### config.mk
export PLATFORM = sky130hd
export DESIGN_NAME = evm_booth_arbiter
export DESIGN_NICKNAME = d
export VERILOG_FILES = /design/src/rtl/evm_booth_arbiter.sv
export SDC_FILE = /design/constraint.sdc
export NUM_CORES = 1
export LEC_CHECK = 0
export ABC_CLOCK_PERIOD_IN_PS = 3200
export CAP_MARGIN = 25
export CORE_ASPECT_RATIO = 1.25
export CORE_UTILIZATION = 45
export CTS_CLUSTER_SIZE = 14
export DETAILED_ROUTE_END_ITERATION = 12
export PLACE_DENSITY = 0.72
export SLEW_MARGIN = 20
export SYNTH_ARGS = -nofsm -noshare
export SYNTH_HDL_FRONTEND = slang
export SYNTH_SLANG_ARGS = --single-unit
### constraint.sdc
create_clock -name clk -period 3.2 [get_ports clk]
set_clock_uncertainty 0.15 [all_clocks]
set_input_delay 0.32 -clock clk [delete_from_list [all_inputs] [get_ports clk]]
set_output_delay 0.32 -clock clk [all_outputs]
set_load 0.01 [all_outputs]
### src/rtl/evm_booth_arbiter.sv
// Round-robin arbiter that lets four voting booths share one tally datapath.
// It offers one vote at a time, waits a bounded time for the ack, and then locks the booth.
module evm_booth_arbiter #(
    parameter int NUM_BOOTHS  = 4,
    parameter int ACK_TIMEOUT = 15
) (
    input  logic                    clk,
    input  logic                    rst,
    input  logic                    session_open,
    input  logic                    session_close,
    input  logic [NUM_BOOTHS-1:0]   booth_req,
    input  logic [2*NUM_BOOTHS-1:0] booth_choice,
    input  logic [NUM_BOOTHS-1:0]   booth_rearm,
    input  logic                    tally_ack,
    output logic                    tally_valid,
    output logic [1:0]              tally_candidate,
    output logic [1:0]              tally_booth,
    output logic [NUM_BOOTHS-1:0]   booth_grant,
    output logic [NUM_BOOTHS-1:0]   booth_locked,
    output logic [1:0]              state,
    output logic                    timeout_err
);

    localparam int unsigned NB = NUM_BOOTHS;
    localparam int CW = (ACK_TIMEOUT > 2) ? $clog2(ACK_TIMEOUT) : 1;
    localparam logic [CW-1:0] CNT_LAST = CW'(ACK_TIMEOUT - 1);

    typedef enum logic [1:0] {
        ST_IDLE   = 2'd0,
        ST_OPEN   = 2'd1,
        ST_BUSY   = 2'd2,
        ST_CLOSED = 2'd3
    } state_t;

    state_t              state_q, state_d;
    logic                valid_q, valid_d;
    logic [1:0]          booth_q, booth_d;
    logic [1:0]          cand_q, cand_d;
    logic [NB-1:0]       grant_q, grant_d;
    logic [NB-1:0]       locked_q, locked_d;
    logic                terr_q, terr_d;
    logic [1:0]          rr_q, rr_d;
    logic [CW-1:0]       cnt_q, cnt_d;
    logic                pend_q, pend_d;

    logic [NB-1:0]       eligible;
    logic                pick_found;
    logic [1:0]          pick_idx;
    logic [1:0]          scan_idx;
    logic                close_now;

    always_comb begin
        for (int unsigned i = 0; i < NB; i++) begin
            eligible[i] = booth_req[i] && !locked_q[i] && (booth_choice[2*i +: 2] != 2'b11);
        end
    end

    // Scan from rr_q upward with 2-bit wrap; the first eligible booth wins.
    always_comb begin
        pick_found = 1'b0;
        pick_idx   = '0;
        scan_idx   = '0;
        for (int unsigned k = 0; k < NB; k++) begin
            scan_idx = rr_q + k[1:0];
            if (!pick_found && eligible[scan_idx]) begin
                pick_found = 1'b1;
                pick_idx   = scan_idx;
            end
        end
    end

    always_comb begin
        state_d   = state_q;
        valid_d   = valid_q;
        booth_d   = booth_q;
        cand_d    = cand_q;
        grant_d   = '0;
        locked_d  = locked_q & ~booth_rearm;
        terr_d    = terr_q;
        rr_d      = rr_q;
        cnt_d     = cnt_q;
        pend_d    = pend_q;
        close_now = pend_q | session_close;

        unique case (state_q)
            ST_IDLE, ST_CLOSED: begin
                if (session_open && !session_close) begin
                    state_d  = ST_OPEN;
                    locked_d = '0;
                    terr_d   = 1'b0;
                    rr_d     = '0;
                end
            end
            ST_OPEN: begin
                if (session_close) begin
                    state_d = ST_CLOSED;
                end else if (pick_found) begin
                    state_d = ST_BUSY;
                    valid_d = 1'b1;
                    booth_d = pick_idx;
                    cand_d  = booth_choice[{pick_idx, 1'b0} +: 2];
                    cnt_d   = '0;
                    pend_d  = 1'b0;
                end
            end
            ST_BUSY: begin
                // Lock is set after the rearm mask, so it wins for the same booth.
                if (tally_ack) begin
                    valid_d           = 1'b0;
                    grant_d[booth_q]  = 1'b1;
                    locked_d[booth_q] = 1'b1;
                    rr_d              = booth_q + 2'd1;
                    state_d           = close_now ? ST_CLOSED : ST_OPEN;
                    pend_d            = 1'b0;
                end else if (cnt_q == CNT_LAST) begin
                    valid_d = 1'b0;
                    terr_d  = 1'b1;
                    state_d = close_now ? ST_CLOSED : ST_OPEN;
                    pend_d  = 1'b0;
                end else begin
                    cnt_d  = cnt_q + 1'b1;
                    pend_d = close_now;
                end
            end
            default: state_d = ST_IDLE;
        endcase
    end

    always_ff @(posedge clk) begin
        if (rst) begin
            state_q  <= ST_IDLE;
            valid_q  <= 1'b0;
            booth_q  <= '0;
            cand_q   <= '0;
            grant_q  <= '0;
            locked_q <= '0;
            terr_q   <= 1'b0;
            rr_q     <= '0;
            cnt_q    <= '0;
            pend_q   <= 1'b0;
        end else begin
            state_q  <= state_d;
            valid_q  <= valid_d;
            booth_q  <= booth_d;
            cand_q   <= cand_d;
            grant_q  <= grant_d;
            locked_q <= locked_d;
            terr_q   <= terr_d;
            rr_q     <= rr_d;
            cnt_q    <= cnt_d;
            pend_q   <= pend_d;
        end
    end

    assign tally_valid     = valid_q;
    assign tally_candidate = cand_q;
    assign tally_booth     = booth_q;
    assign booth_grant     = grant_q;
    assign booth_locked    = locked_q;
    assign state           = state_q;
    assign timeout_err     = terr_q;

endmodule

Yosys cells after proc, flatten, opt, wreduce, memory -nomap -nowiden --
Cells that the tools add are included.
Storage, ports and cells: bits in registers 23, bits in writable memories 0, output and inout port bits 16, latch bits 0, memories kept 0, ROM bits 0
Operators by class: eq/ne operators 17, $mul 0, magnitude comparators 6, divide/modulo/power cells 0, mux-type cells 50, bitwise operators 7, shift operators 1, reduce and logical (&&, ||, !) cells 33, add/sub/neg operators 5
Operator list (count):
- 2-bit two-way mux | 12
- 4-bit two-way mux | 6
- 2-bit inequality test, second input constant | 11
- 1-bit two-way mux | 20
- 4-bit case mux with 2 select lines | 2
- 2-bit by 3-bit less-than comparator with 1-bit output, second input constant | 5
- 1-bit logical AND | 13
- 3-bit AND reduction | 4
- 1-bit binary-select mux with 2-bit select | 4
- 1-bit logical NOT | 8
- 4-bit AND reduction | 2
- 8-bit by 4-bit variable part select with 2-bit output | 1
- 3-bit inequality test, second input constant | 2
- 1-bit case mux with 2 select lines | 3
- 2-bit case mux with 3 select lines | 1
- 5-bit AND reduction | 1
- 2-bit by 1-bit adder with 2-bit output, second input constant | 2
- 2-bit adder, second input constant | 2
- 4-bit by 1-bit adder with 4-bit output, second input constant | 1
- 4-bit AND | 1
- 2-bit == test, second input constant | 2
- 4-bit == test, second input constant | 1
- 4-bit inverter | 1
- 4-bit OR | 1
- 10 further kinds | 13

Logic depth before layout (Yosys ltp) --
Gate-level depths: netlist of the first run.
depth in word-level cells 18, mapped depth 8, mapped depth without buffers 8

Least setup slack after synthesis of the first run --
Ideal clock, no wire load.
path kind flip-flop to flip-flop, start reg state_q[0] (netlist: state[0]), end reg locked_q[0] (netlist: booth_locked[0]), setup slack 1449 ps, period minus slack after synthesis 1751 ps, arrival time 1484 ps, stages on the path, launching flop included 6, data required time 2933 ps, library setup time 117 ps, buffers on the path 0, path through dfxtp_1 -> inv_1 -> ha_1 -> a211oi_1 -> nor2_1 -> a32o_2
On the way: word-level cells in the longest chain between the ends 3, elaborated cells on any way between the ends 5, those cells by class eq/ne: 2; mux: 1; reduce/logical: 2
Ends and longest elaborated chain:
- start: declaration | line 35 | state_t state_q, state_d;
- start signal: assignment | line 142 | state_q <= state_d;
- 2-bit == test / 2-bit logical NOT (equally long branches) | line 85 | unique case (state_q)
- 2-bit OR reduction | line 85
- 4-bit case mux with 2 select lines (*) | line 85
- end signal: assignment | line 147 | locked_q <= locked_d;
- end: declaration | line 40 | logic [NB-1:0] locked_q, locked_d;
Every way passes the cells marked *; elsewhere a longest branch is shown, timed or not. A chain may end at the register's enable or synchronous reset.

Final worst setup path of the first run --
Ends and elaborated chain as after synthesis.

==> qor.log, run 1 <==
qor: clock_tree.worst_skew_pair.late_latency 0.31 ns
qor: detailed_routing.antenna_left 0
qor: clock_tree.cts.sinks 23
qor: power_and_ir_drop.irDropWorstVdd 0.2949 mV
qor: grt.grt_pass1_vias 1226
qor: clock_tree.tritoncts yes
qor: place.post-place-cells 217
qor: setup_path.critical_path_class flop to flop
qor: clock_tree.cts.root.buffer_cell sky130_fd_sc_hd__clkbuf_4
qor: sta.hold_slack 0.3557 ns
qor: sta.totalNegativeSetupSlack 0 ns
qor: flow_run.max-cap-violations 0
qor: place.gp_routability_congestion 0.8077
qor: power_and_ir_drop.report.power.total 637.1 uW
qor: setup_path.worstPathMaxFanout 17
qor: sta.max-slew-margin-rel 54.97%
qor: finish.post_route_cells_drive_above_1_share 8.556%
qor: clock_tree.numCtsBuffers 3
qor: grt.most_used_routing_layer_in_global_routing met2
qor: sta.clock.fmax 0.5008 GHz
qor: grt.grt_util_met2 39.14%
qor: floorplan.number_of_primary_i_o_pins 37
qor: finish.post_layout_nonfiller_instances 221
qor: detailed_routing.detail_route.first_pass.iterations 4
qor: synthesis.count_of_cell_types_in_the_netlist 46
qor: floorplan.floorplan.die.height 63.13 um
qor: finish.mostFrequentLayoutCell sky130_fd_sc_hd__clkdlybuf4s50_1
qor: power_and_ir_drop.leakage 0.0006925 uW
qor: clock_tree.post_cts_buffers 0
qor: synthesis.postSynthNetCount 181
qor: setup_path.critical_path.startpoint_type flop
qor: synthesis.synth.yosys.warnings 0
qor: detailed_routing.post_drt_via_cell_ratio 5.688
qor: sta.fin_crit 1.997 ns
qor: floorplan.die_x 50.90 um
qor: clock_tree.clkSlewWorstSetupHoldPaths 0.13 ns
qor: run_status.outcome complete, no violations
qor: detailed_routing.initialDrtViolationCount 25
qor: grt.antenna_found_initial 0
qor: detailed_routing.route.vias.total 1257
qor: sta.worst-slew-pin-transition 0.6734 ns
qor: worst_hold_path.min-delay-path-class flop to flop
qor: place.placement.io_buffers 36
qor: synthesis.post_synthesis_sequential_area_ratio 34.23%
qor: detailed_routing.drt_wl_total 3.110 mm
qor: setup_path.worst_setup_path_end_kind flop
qor: grt.met3_usage 4.106%
qor: finish.final_nets 218
qor: finish.antenna_cells 0
qor: clock_tree.htree_levels 1
qor: finish.filler_cell_count 245
qor: floorplan.core 2759 um2
qor: place.post-dp-hpwl 2.534 mm
qor: floorplan.row_count 21
qor: detailed_routing.avgRoutedWirePerCell 14.07 um
qor: clock_tree.cts-resized-gates 0
qor: floorplan.dieArea 3213 um2
qor: grt.grt_overflow_total 0
qor: sta.final_min_period_over_clock_period 62.40%
qor: synthesis.yosys_register_bits 23
qor: synthesis.mean_post_synth_cell_area 8.908 um2
qor: detailed_routing.detail_route.drc_violations 0
qor: grt.grt_max_degree 21
qor: setup_path.crit_required 3.27 ns
qor: finish.top_library_cells_by_usage_in_the_layout_fill_and_taps_aside sky130_fd_sc_hd__clkdlybuf4s50_1 (36), sky130_fd_sc_hd__dfxtp_1 (23), sky130_fd_sc_hd__nor2_1 (18), sky130_fd_sc_hd__a21oi_1 (12), sky130_fd_sc_hd__nand2_1 (11)
qor: grt.globalRouteMet1Util 21.46%
qor: power_and_ir_drop.power-per-cell-area 361.6 nW/um2
qor: sta.grt_setup_unrepaired no
qor: grt.groute.usage.overall 21.03%
qor: clock_tree.clk_path_buf_depth 2
qor: synthesis.synthCells 151
qor: synthesis.mapped_cell_area 1345 um2
qor: finish.area.growth.synth_to_final 30.98%
qor: sta.report.final.setup_viol 0
qor: clock_tree.cts_hold_fix_bufs 0
qor: sta.final_hold_viol_count 0
qor: sta.final-max-slew-violation-count 0
qor: grt.global_route_wire_length_before_repair 5.147 mm
qor: floorplan.floorplan.initialDensity 48.75%
qor: setup_path.timing.critical_path.arrival 2.06 ns
## per-stage QoR
stage / setup slack (ns) / util [%] / cell area, um2
4_1_cts: 1.212 / 63.85 / 1762
5_1_grt: 1.060 / 63.85 / 1762
2_1_floorplan: 1.449 / - / 1345
3_5_place_dp: 0.9976 / 62.77 / 1732
6_report: 1.203 / 63.85 / 1762
3_3_place_gp: 1.024 / 62.77 / 1732
## worst max-delay path: stages (launching register included)
cell and delay (ns):
sky130_fd_sc_hd__dfxtp_1 0.43, sky130_fd_sc_hd__inv_1 0.06, sky130_fd_sc_hd__ha_1 0.39, sky130_fd_sc_hd__a211oi_1 0.46, sky130_fd_sc_hd__nor2_1 0.12, sky130_fd_sc_hd__a32o_2 0.29
## layer usage
metal	routed length [um]	vias to the layer above
met5	0	-
met4	74	0
met3	166	8
met2	1723	53
met1	1145	587
li1	-	609
## layout make-up
class | instances | area (um2) | share of cell area (%)
timing repair buffer | 36 | 360.3 | 20.45
multi-input combinational | 113 | 827.0 | 46.95
tap | 34 | 42.54 | 2.415
clock inverter | 1 | 7.507 | 0.4261
inverter | 11 | 41.29 | 2.344
clock buffer | 3 | 22.52 | 1.278
sequential | 23 | 460.4 | 26.14
## cell usage after synthesis (all sizes together)
cell	number	area [um2]
dfxtp	23	460.4
nor2	18	67.56
a21oi	12	60.06
nand2	12	52.55
inv	11	41.29
ha	9	112.6
and2	6	40.04
mux2i	6	60.06
nand3b	4	42.54
nor2b	4	40.04
o21ai	4	20.01
o221ai	4	35.03
a32o	3	31.28
clkbuf	3	11.26
o211ai	3	22.52
a2bb2oi	2	23.77
and3	2	12.51
nand2b	2	20.02
nand3	2	15.01
nand4	2	12.51
nor3b	2	15.01
o21bai	2	15.01
xor2	2	17.52
a211oi	1	7.510
a21o	1	7.510
a22oi	1	7.510
a31oi	1	21.27
a41oi	1	8.760
buf	1	5.000
mux2	1	11.26
nor3	1	5.000
o2111ai	1	8.760
o211a	1	10.01
o22a	1	8.760
o32ai	1	8.760
or3	1	6.260
## final timing paths
path	start	to	slack, ns	cells after the start
worst max-delay path	state[0]	booth_locked[0]	1.20	5
worst min-delay path	cnt_q[0]	cnt_q[0]	0.36	2
worst max register to register	state[0]	booth_locked[0]	1.20	5
worst min register to register	cnt_q[0]	cnt_q[0]	0.36	2
## power by group
part	internal (uW)	switching (uW)
Clock	47.6	89.0
Sequential	297	10.5
Combinational	91.4	102
Total	436	201
## registers in the layout (all words and copies together), names as in the netlist, 2 cells and up
register,count
booth_grant,4
booth_locked,4
cnt_q,4
rr_q,2
state,2
tally_booth,2
tally_candidate,2
## logic make-up after synthesis
| group | after synthesis | synth area share [%] |
|---|---|---|
| AND/OR/NAND/NOR | 56 | 24.46 |
| AO/OA/AOI/OAI | 39 | 22.05 |
| flip-flops | 23 | 34.23 |
| buffers and inverters | 15 | 4.279 |
| adder cells (fa/ha/maj) | 9 | 8.372 |
| multiplexers | 7 | 5.302 |
| XOR/XNOR | 2 | 1.303 |
Power figures use the tool's default switching activity.
==> inputs of run 2 (changes only) <==
--- a/config.mk
+++ b/config.mk
@@ -5,10 +5,10 @@
 export SDC_FILE = /design/constraint.sdc
 export NUM_CORES = 1
 export LEC_CHECK = 0
-export ABC_CLOCK_PERIOD_IN_PS = 3200
+export ABC_CLOCK_PERIOD_IN_PS = 1830
 export CAP_MARGIN = 25
 export CORE_ASPECT_RATIO = 1.25
-export CORE_UTILIZATION = 45
+export CORE_UTILIZATION = 43
 export CTS_CLUSTER_SIZE = 14
 export DETAILED_ROUTE_END_ITERATION = 12
 export PLACE_DENSITY = 0.72
==> constraint.sdc (replaced) <==
create_clock -name clk -period 1.83 [get_ports clk]
set_clock_uncertainty 0.15 [all_clocks]
set_input_delay 0.183 -clock clk [delete_from_list [all_inputs] [get_ports clk]]
set_output_delay 0.183 -clock clk [all_outputs]
set_load 0.01 [all_outputs]
==> qor.log, run 2 (synthesized netlist as in run 1, its figures left out) <==
qor: finish.post_route_cells_drive_above_1_share 20.20% [+12 points]
qor: place.post-dp-hpwl 2.594 mm [+2.4%]
qor: grt.global_route_wire_length_before_repair 5.147 mm [unchanged]
qor: sta.final_hold_viol_count 0 [unchanged]
qor: power_and_ir_drop.power.internal 815.1 uW [+87%]
qor: floorplan.number_of_primary_i_o_pins 37 [unchanged]
qor: sta.worst_slack 0.08290 ns [-1.120 ns]
qor: clock_tree.cts_hold_fix_bufs 0 [unchanged]
qor: power_and_ir_drop.power.share.switching 31.24% [-0.33 points]
qor: flow_run.max-cap-violations 0 [unchanged]
qor: power_and_ir_drop.irDropWorstVdd 0.5460 mV [+85%]
qor: detailed_routing.initialDrtViolationCount 29 [+16%]
qor: worst_hold_path.min-delay-path-class flop to flop
qor: detailed_routing.avgRoutedWirePerCell 13.19 um [-6.3%]
qor: setup_path.critical_path_class flop to flop
qor: clock_tree.clk_path_buf_depth 2 [unchanged]
qor: detailed_routing.antenna_left 0 [unchanged]
qor: floorplan.floorplan.die.height 64.53 um [+2.2%]
qor: power_and_ir_drop.report.power.total 1185 uW [+86%]
qor: clock_tree.cts.sinks 23 [unchanged]
qor: clock_tree.clkSlewWorstSetupHoldPaths 0.13 ns [about the same]
qor: setup_path.worst_setup_path_end_kind flop
qor: run_status.outcome complete, no violations
qor: clock_tree.worst_skew_pair.late_latency 0.31 ns [about the same]
qor: power_and_ir_drop.clock_power_share 20.3% [-1.2 points]
qor: finish.top_library_cells_by_usage_in_the_layout_fill_and_taps_aside sky130_fd_sc_hd__clkdlybuf4s50_1 (36), sky130_fd_sc_hd__nor2_1 (18), sky130_fd_sc_hd__dfxtp_1 (18), sky130_fd_sc_hd__buf_4 (15), sky130_fd_sc_hd__a21oi_1 (12)
qor: power_and_ir_drop.seqPwrFrac 45.3% [-3.0 points]
qor: finish.antenna_cells 0 [unchanged]
qor: setup_path.critical_path.startpoint_type flop
qor: sta.totalNegativeSetupSlack 0 ns [unchanged]
qor: place.placement.io_buffers 36 [unchanged]
qor: floorplan.floorplan.initialDensity 45.67% [-3.1 points]
qor: sta.final-max-slew-violation-count 0 [unchanged]
qor: finish.final_nets 234 [+7.3%]
qor: detailed_routing.post_drt_via_cell_ratio 5.372 [-5.5%]
qor: floorplan.die_x 52.03 um [+2.2%]
qor: clock_tree.cts.root.buffer_cell sky130_fd_sc_hd__clkbuf_4
qor: detailed_routing.detail_route.first_pass.iterations 4 [unchanged]
qor: setup_path.timing.critical_path.arrival 1.86 ns [-0.20 ns]
qor: sta.final_min_period_over_clock_period 95.47% [+33 points]
qor: power_and_ir_drop.power_switching 370.2 uW [+84%]
qor: floorplan.core 2945 um2 [+6.8%]
qor: grt.grt_max_degree 17 [-19%]
qor: place.gp_routability_congestion 0.8260 [+2.3%]
qor: power_and_ir_drop.power-per-cell-area 620.8 nW/um2 [+72%]
qor: place.dp_slack -0.3000 ns [-1.298 ns]
qor: detailed_routing.detail_route.drc_violations 0 [unchanged]
qor: sta.max-slew-margin-rel 80.80% [+26 points]
qor: grt.grt_overflow_total 0 [unchanged]
qor: sta.worst-slew-pin-transition 0.2874 ns [-0.3860 ns]
qor: detailed_routing.drt_wl_total 3.152 mm [+1.4%]
qor: clock_tree.tritoncts yes
qor: finish.mostFrequentLayoutCell sky130_fd_sc_hd__clkdlybuf4s50_1
qor: sta.grt_setup_unrepaired no
qor: power_and_ir_drop.share_comb_of_total_power 34.4% [+4.1 points]
qor: sta.clock.fmax 0.5724 GHz [+14%]
qor: floorplan.dieArea 3357 um2 [+4.5%]
qor: grt.groute.usage.overall 20.12% [-0.91 points]
qor: clock_tree.htree_levels 1 [unchanged]
qor: finish.area.growth.synth_to_final 41.95%
qor: power_and_ir_drop.leakage 0.0007759 uW [+12%]
qor: grt.grt_pass1_vias 1270 [+3.6%]
qor: floorplan.row_count 22 [+4.8%]
qor: detailed_routing.route.vias.total 1284 [+2.1%]
qor: clock_tree.numCtsBuffers 3 [unchanged]
qor: setup_path.worstPathMaxFanout 5 [-12]
qor: sta.report.final.setup_viol 0 [unchanged]
qor: setup_path.crit_required 1.94 ns [-1.33 ns]
qor: sta.fin_crit 1.747 ns [-0.2496 ns]
qor: grt.antenna_found_initial 0 [unchanged]
qor: sta.hold_slack 0.3312 ns [-0.02450 ns]
run 2: cell types whose count changed in the layout (fill, tap and decap cells not counted), sizes merged:
cell and delta:
buf +16
run 2: power by group through the flow:
stage          logic [uW]  registers [uW]  clock network (uW)
2_1_floorplan         199             553                   0
3_5_place_dp          393             546                   0
5_1_grt               439             540                 276
4_1_cts               396             535                 254
6_report              408             537                 241
3_3_place_gp          384             546                   0
run 2: repair_timing:
| item | 4_1_cts | 5_1_grt |
|---|---|---|
| resized for setup | 0 | 11 |
| setup endpoints to repair | 0 | 9 |
| buffers inserted | 0 | 1 |
run 2: path summary, 6_finish.rpt:
check	start	end	slack, ns	cells after the start
setup reg to reg	state[1]	tally_booth[0]	0.08	7
setup / recovery	state[1]	tally_booth[0]	0.08	7
hold reg to reg	cnt_q[0]	cnt_q[0]	0.33	2
hold / removal	cnt_q[0]	cnt_q[0]	0.33	2
run 2: layout make-up:
cell class              count  area (um2)
clock buffers               3       22.52
clock inverters             1       7.507
fillers                   257        1036
inverters                  11       41.29
multi-input cells         113       842.1
flip-flops and latches     23       466.7
well taps                  36       45.04
repair buffers             52       484.2
run 2: worst max-delay path: stages (launching register included):
cell and delay (ns):
sky130_fd_sc_hd__dfxtp_2 0.36, sky130_fd_sc_hd__inv_1 0.07, sky130_fd_sc_hd__ha_2 0.21, sky130_fd_sc_hd__nand2_1 0.12, sky130_fd_sc_hd__a31oi_4 0.23, sky130_fd_sc_hd__buf_4 0.15
sky130_fd_sc_hd__mux2_2 0.32, sky130_fd_sc_hd__nor2_1 0.08
run 2: routing by layer:
| metal | track usage [%] | vias to the layer above | wire length [um] |
|---|---|---|---|
| met2 | 39.10 | 31 | 1656 |
| li1 | - | 645 | - |
| met1 | 20.80 | 598 | 1288 |
| met4 | 7.432 | 0 | 82 |
| met5 | 0 | - | 0 |
| met3 | 2.582 | 10 | 123 |
run 2: through the flow:
stage	utilization, %	area, um2	cells
after floorplan	-	1345	151
after global placement	62.70	1847	234
after CTS	63.72	1877	238
final	64.83	1909	239
after global routing	64.83	1909	239
after detailed placement	62.70	1847	234
==> inputs of run 3 (changes only) <==
--- a/config.mk
+++ b/config.mk
@@ -5,7 +5,7 @@
 export SDC_FILE = /design/constraint.sdc
 export NUM_CORES = 1
 export LEC_CHECK = 0
-export ABC_CLOCK_PERIOD_IN_PS = 1830
+export ABC_CLOCK_PERIOD_IN_PS = 1500
 export CAP_MARGIN = 25
 export CORE_ASPECT_RATIO = 1.25
 export CORE_UTILIZATION = 43
==> constraint.sdc (replaced) <==
create_clock -name clk -period 1.5 [get_ports clk]
set_clock_uncertainty 0.15 [all_clocks]
set_input_delay 0.15 -clock clk [delete_from_list [all_inputs] [get_ports clk]]
set_output_delay 0.15 -clock clk [all_outputs]
set_load 0.01 [all_outputs]
==> qor.log, run 3 (synthesized netlist as in run 1, its figures left out) <==
qor: place.post-dp-hpwl 2.850 mm [+9.9%]
qor: clock_tree.clkSlewWorstSetupHoldPaths 0.12 ns [about the same]
qor: sta.clock.fmax 0.5961 GHz [+4.1%]
qor: finish.mostFrequentLayoutCell sky130_fd_sc_hd__buf_4
qor: sta.worst_slack -0.1776 ns [-0.2605 ns]
qor: setup_path.critical_path.startpoint_type flop
qor: clock_tree.cts.root.buffer_cell sky130_fd_sc_hd__clkbuf_4
qor: sta.final_hold_viol_count 0 [unchanged]
qor: floorplan.die_x 52.03 um [unchanged]
qor: setup_path.setup.reg_to_reg.worst_slack -0.18 ns [-0.26 ns]
qor: place.gp_routability_congestion 0.7982 [-3.4%]
qor: sta.final_min_period_over_clock_period 111.8% [+16 points]
qor: setup_path.crit_required 1.59 ns [-0.35 ns]
qor: setup_path.worst_r2r_endpoint tally_candidate[0]
qor: place.post-place-cells 256 [+9.4%]
qor: power_and_ir_drop.irDropWorstVdd 0.7815 mV [+43%]
qor: place.placement.io_buffers 36 [unchanged]
qor: clock_tree.tritoncts yes
qor: grt.global_route_wire_length_before_repair 6.127 mm [+19%]
qor: finish.filler_cell_count 179 [-30%]
qor: finish.top_library_cells_by_usage_in_the_layout_fill_and_taps_aside sky130_fd_sc_hd__buf_4 (36), sky130_fd_sc_hd__clkdlybuf4s50_1 (19), sky130_fd_sc_hd__dfxtp_1 (13), sky130_fd_sc_hd__dlygate4sd2_1 (13), sky130_fd_sc_hd__nor2_1 (11)
qor: sta.grt_setup_unrepaired yes
qor: clock_tree.htree_levels 1 [unchanged]
qor: grt.antenna_found_initial 0 [unchanged]
qor: setup_path.worst_setup_path_end_kind flop
qor: setup_path.worstPathMaxFanout 5 [unchanged]
qor: clock_tree.cts_hold_fix_bufs 0 [unchanged]
qor: detailed_routing.avgRoutedWirePerCell 15.48 um [+17%]
qor: power_and_ir_drop.leakage 0.001069 uW [+38%]
qor: finish.total_area_of_sequential_cells 478.0 um2 [+2.4%]
qor: finish.antenna_cells 0 [unchanged]
qor: setup_path.critical_path_class flop to flop
qor: clock_tree.worst_skew_pair.late_latency 0.31 ns [about the same]
qor: floorplan.core 2945 um2 [unchanged]
qor: worst_hold_path.hold_start booth_choice[6]
qor: place.dp_slack -0.5471 ns [-0.2471 ns]
qor: grt.grt_overflow_total 0 [unchanged]
qor: run_status.violated_checks negative setup slack
qor: grt.grt_max_degree 13 [-4]
qor: grt.grt_pass1_vias 1432 [+13%]
qor: setup_path.timing.critical_path.to tally_candidate[0]
qor: setup_path.cp-startpoint booth_locked[0]
qor: finish.post_route_cells_drive_above_1_share 45.89% [+26 points]
qor: floorplan.floorplan.die.height 64.53 um [unchanged]
qor: sta.report.final.setup_viol 18 [+18]
qor: detailed_routing.post_drt_via_cell_ratio 5.315 [-1.1%]
qor: finish.post_layout_nonfiller_instances 267 [+12%]
qor: grt.groute.usage.overall 24.33% [+4.2 points]
qor: setup_path.reg2regPathDepth 6 [-1]
qor: setup_path.timing.critical_path.arrival 1.77 ns [-0.09 ns]
qor: sta.worst-slew-pin-transition 0.2851 ns [-0.002340 ns]
qor: finish.final_nets 262 [+12%]
qor: power_and_ir_drop.power-per-cell-area 702.8 nW/um2 [+13%]
qor: finish.area.growth.synth_to_final 75.81%
qor: sta.max-slew-margin-rel 80.94% [+0.14 points]
qor: floorplan.floorplan.initialDensity 45.67% [unchanged]
qor: detailed_routing.detail_route.drc_violations 0 [unchanged]
qor: floorplan.dieArea 3357 um2 [unchanged]
qor: detailed_routing.drt_wl_total 4.134 mm [+31%]
qor: sta.hold_slack 0.2342 ns [-0.09706 ns]
qor: clock_tree.cts.sinks 23 [unchanged]
qor: detailed_routing.antenna_left 0 [unchanged]
qor: floorplan.number_of_primary_i_o_pins 37 [unchanged]
qor: clock_tree.clk_path_buf_depth 2 [unchanged]
qor: finish.multi_input_comb_area 1054 um2 [+25%]
qor: setup_path.regToRegStartpoint booth_locked[0]
qor: flow_run.max-cap-violations 0 [unchanged]
qor: worst_hold_path.min-delay-path-class primary input to flop
qor: detailed_routing.initialDrtViolationCount 36 [+24%]
qor: floorplan.row_count 22 [unchanged]
qor: detailed_routing.detail_route.first_pass.iterations 4 [unchanged]
qor: clock_tree.numCtsBuffers 3 [unchanged]
qor: sta.fin_crit 1.678 ns [-0.06952 ns]
qor: detailed_routing.route.vias.total 1419 [+11%]
qor: sta.final-max-slew-violation-count 0 [unchanged]
qor: run_status.outcome finished, violations left
[run 3: cell count changes in the layout (fill, tap and decap cells not counted), sizes merged]
cell and delta:
clkdlybuf4s50 -17, dlymetal6s2s +3, clkbuf +1, clkinvlp -1
dlygate4sd2 +13, clkdlybuf4s15 +1, buf +28
[run 3: how the worst min path moves through the flow]
stage               cells after the start  slack (ns)                 end
floorplan                               2        0.17             rr_q[1]
global placement                        2        0.33         tally_valid
detailed placement                      2        0.33         tally_valid
CTS                                     4        0.23  tally_candidate[0]
global route                            4        0.25  tally_candidate[0]
finish                                  4        0.23  tally_candidate[0]
[run 3: metal layers]
metal	part of all wire [%]	wire, um	vias up	GRT usage (%)
met5	0	0	-	0
met4	1.5	63	0	10.47
met3	3.5	144	6	2.582
met2	55	2279	41	45.51
met1	40	1647	674	26.45
li1	-	-	698	-
[run 3: where the power goes]
part | total, uW | leakage [uW] | internal [uW] | switching, uW
clock | 286 | 0.0000150 | 104 | 182
sequential | 659 | 0.000191 | 636 | 22.7
combinational | 717 | 0.000863 | 385 | 332
[run 3: through the flow]
stage	cell area [um2]	TNS (ns)	utilization [%]	total power (uW)
final	2365	-1.528	80.29	1662
after global routing	2365	-2.597	80.29	1758
after detailed placement	2092	-5.647	71.03	1236
after floorplan	1431	-0.2604	-	969.4
after CTS	2232	-1.129	75.79	1614
after global placement	2092	-5.308	71.03	1229
[run 3: timing repair]
item,in CTS,in global routing
resized for setup,34,30
pin swaps,15,16
endpoints found under the setup margin,30,22
gates cloned,0,0
setup buffers,6,1
[run 3: worst max-delay path: stages, from the launching register on]
cell and delay (ns):
sky130_fd_sc_hd__dfxtp_2 0.36, sky130_fd_sc_hd__nor2b_4 0.14, sky130_fd_sc_hd__nand2_4 0.09, sky130_fd_sc_hd__a2bb2oi_1 0.14, sky130_fd_sc_hd__o22a_1 0.21, sky130_fd_sc_hd__or3_4 0.35, sky130_fd_sc_hd__o221ai_2 0.17
[run 3: layout make-up]
class                           count  share of cell area [%]
Tap cell                           36                   1.905
Sequential cell                    23                   20.21
Clock buffer                        4                   1.111
Timing Repair Buffer               80                   30.48
Inverter                           11                   1.746
Multi-Input combinational cell    113                   44.55
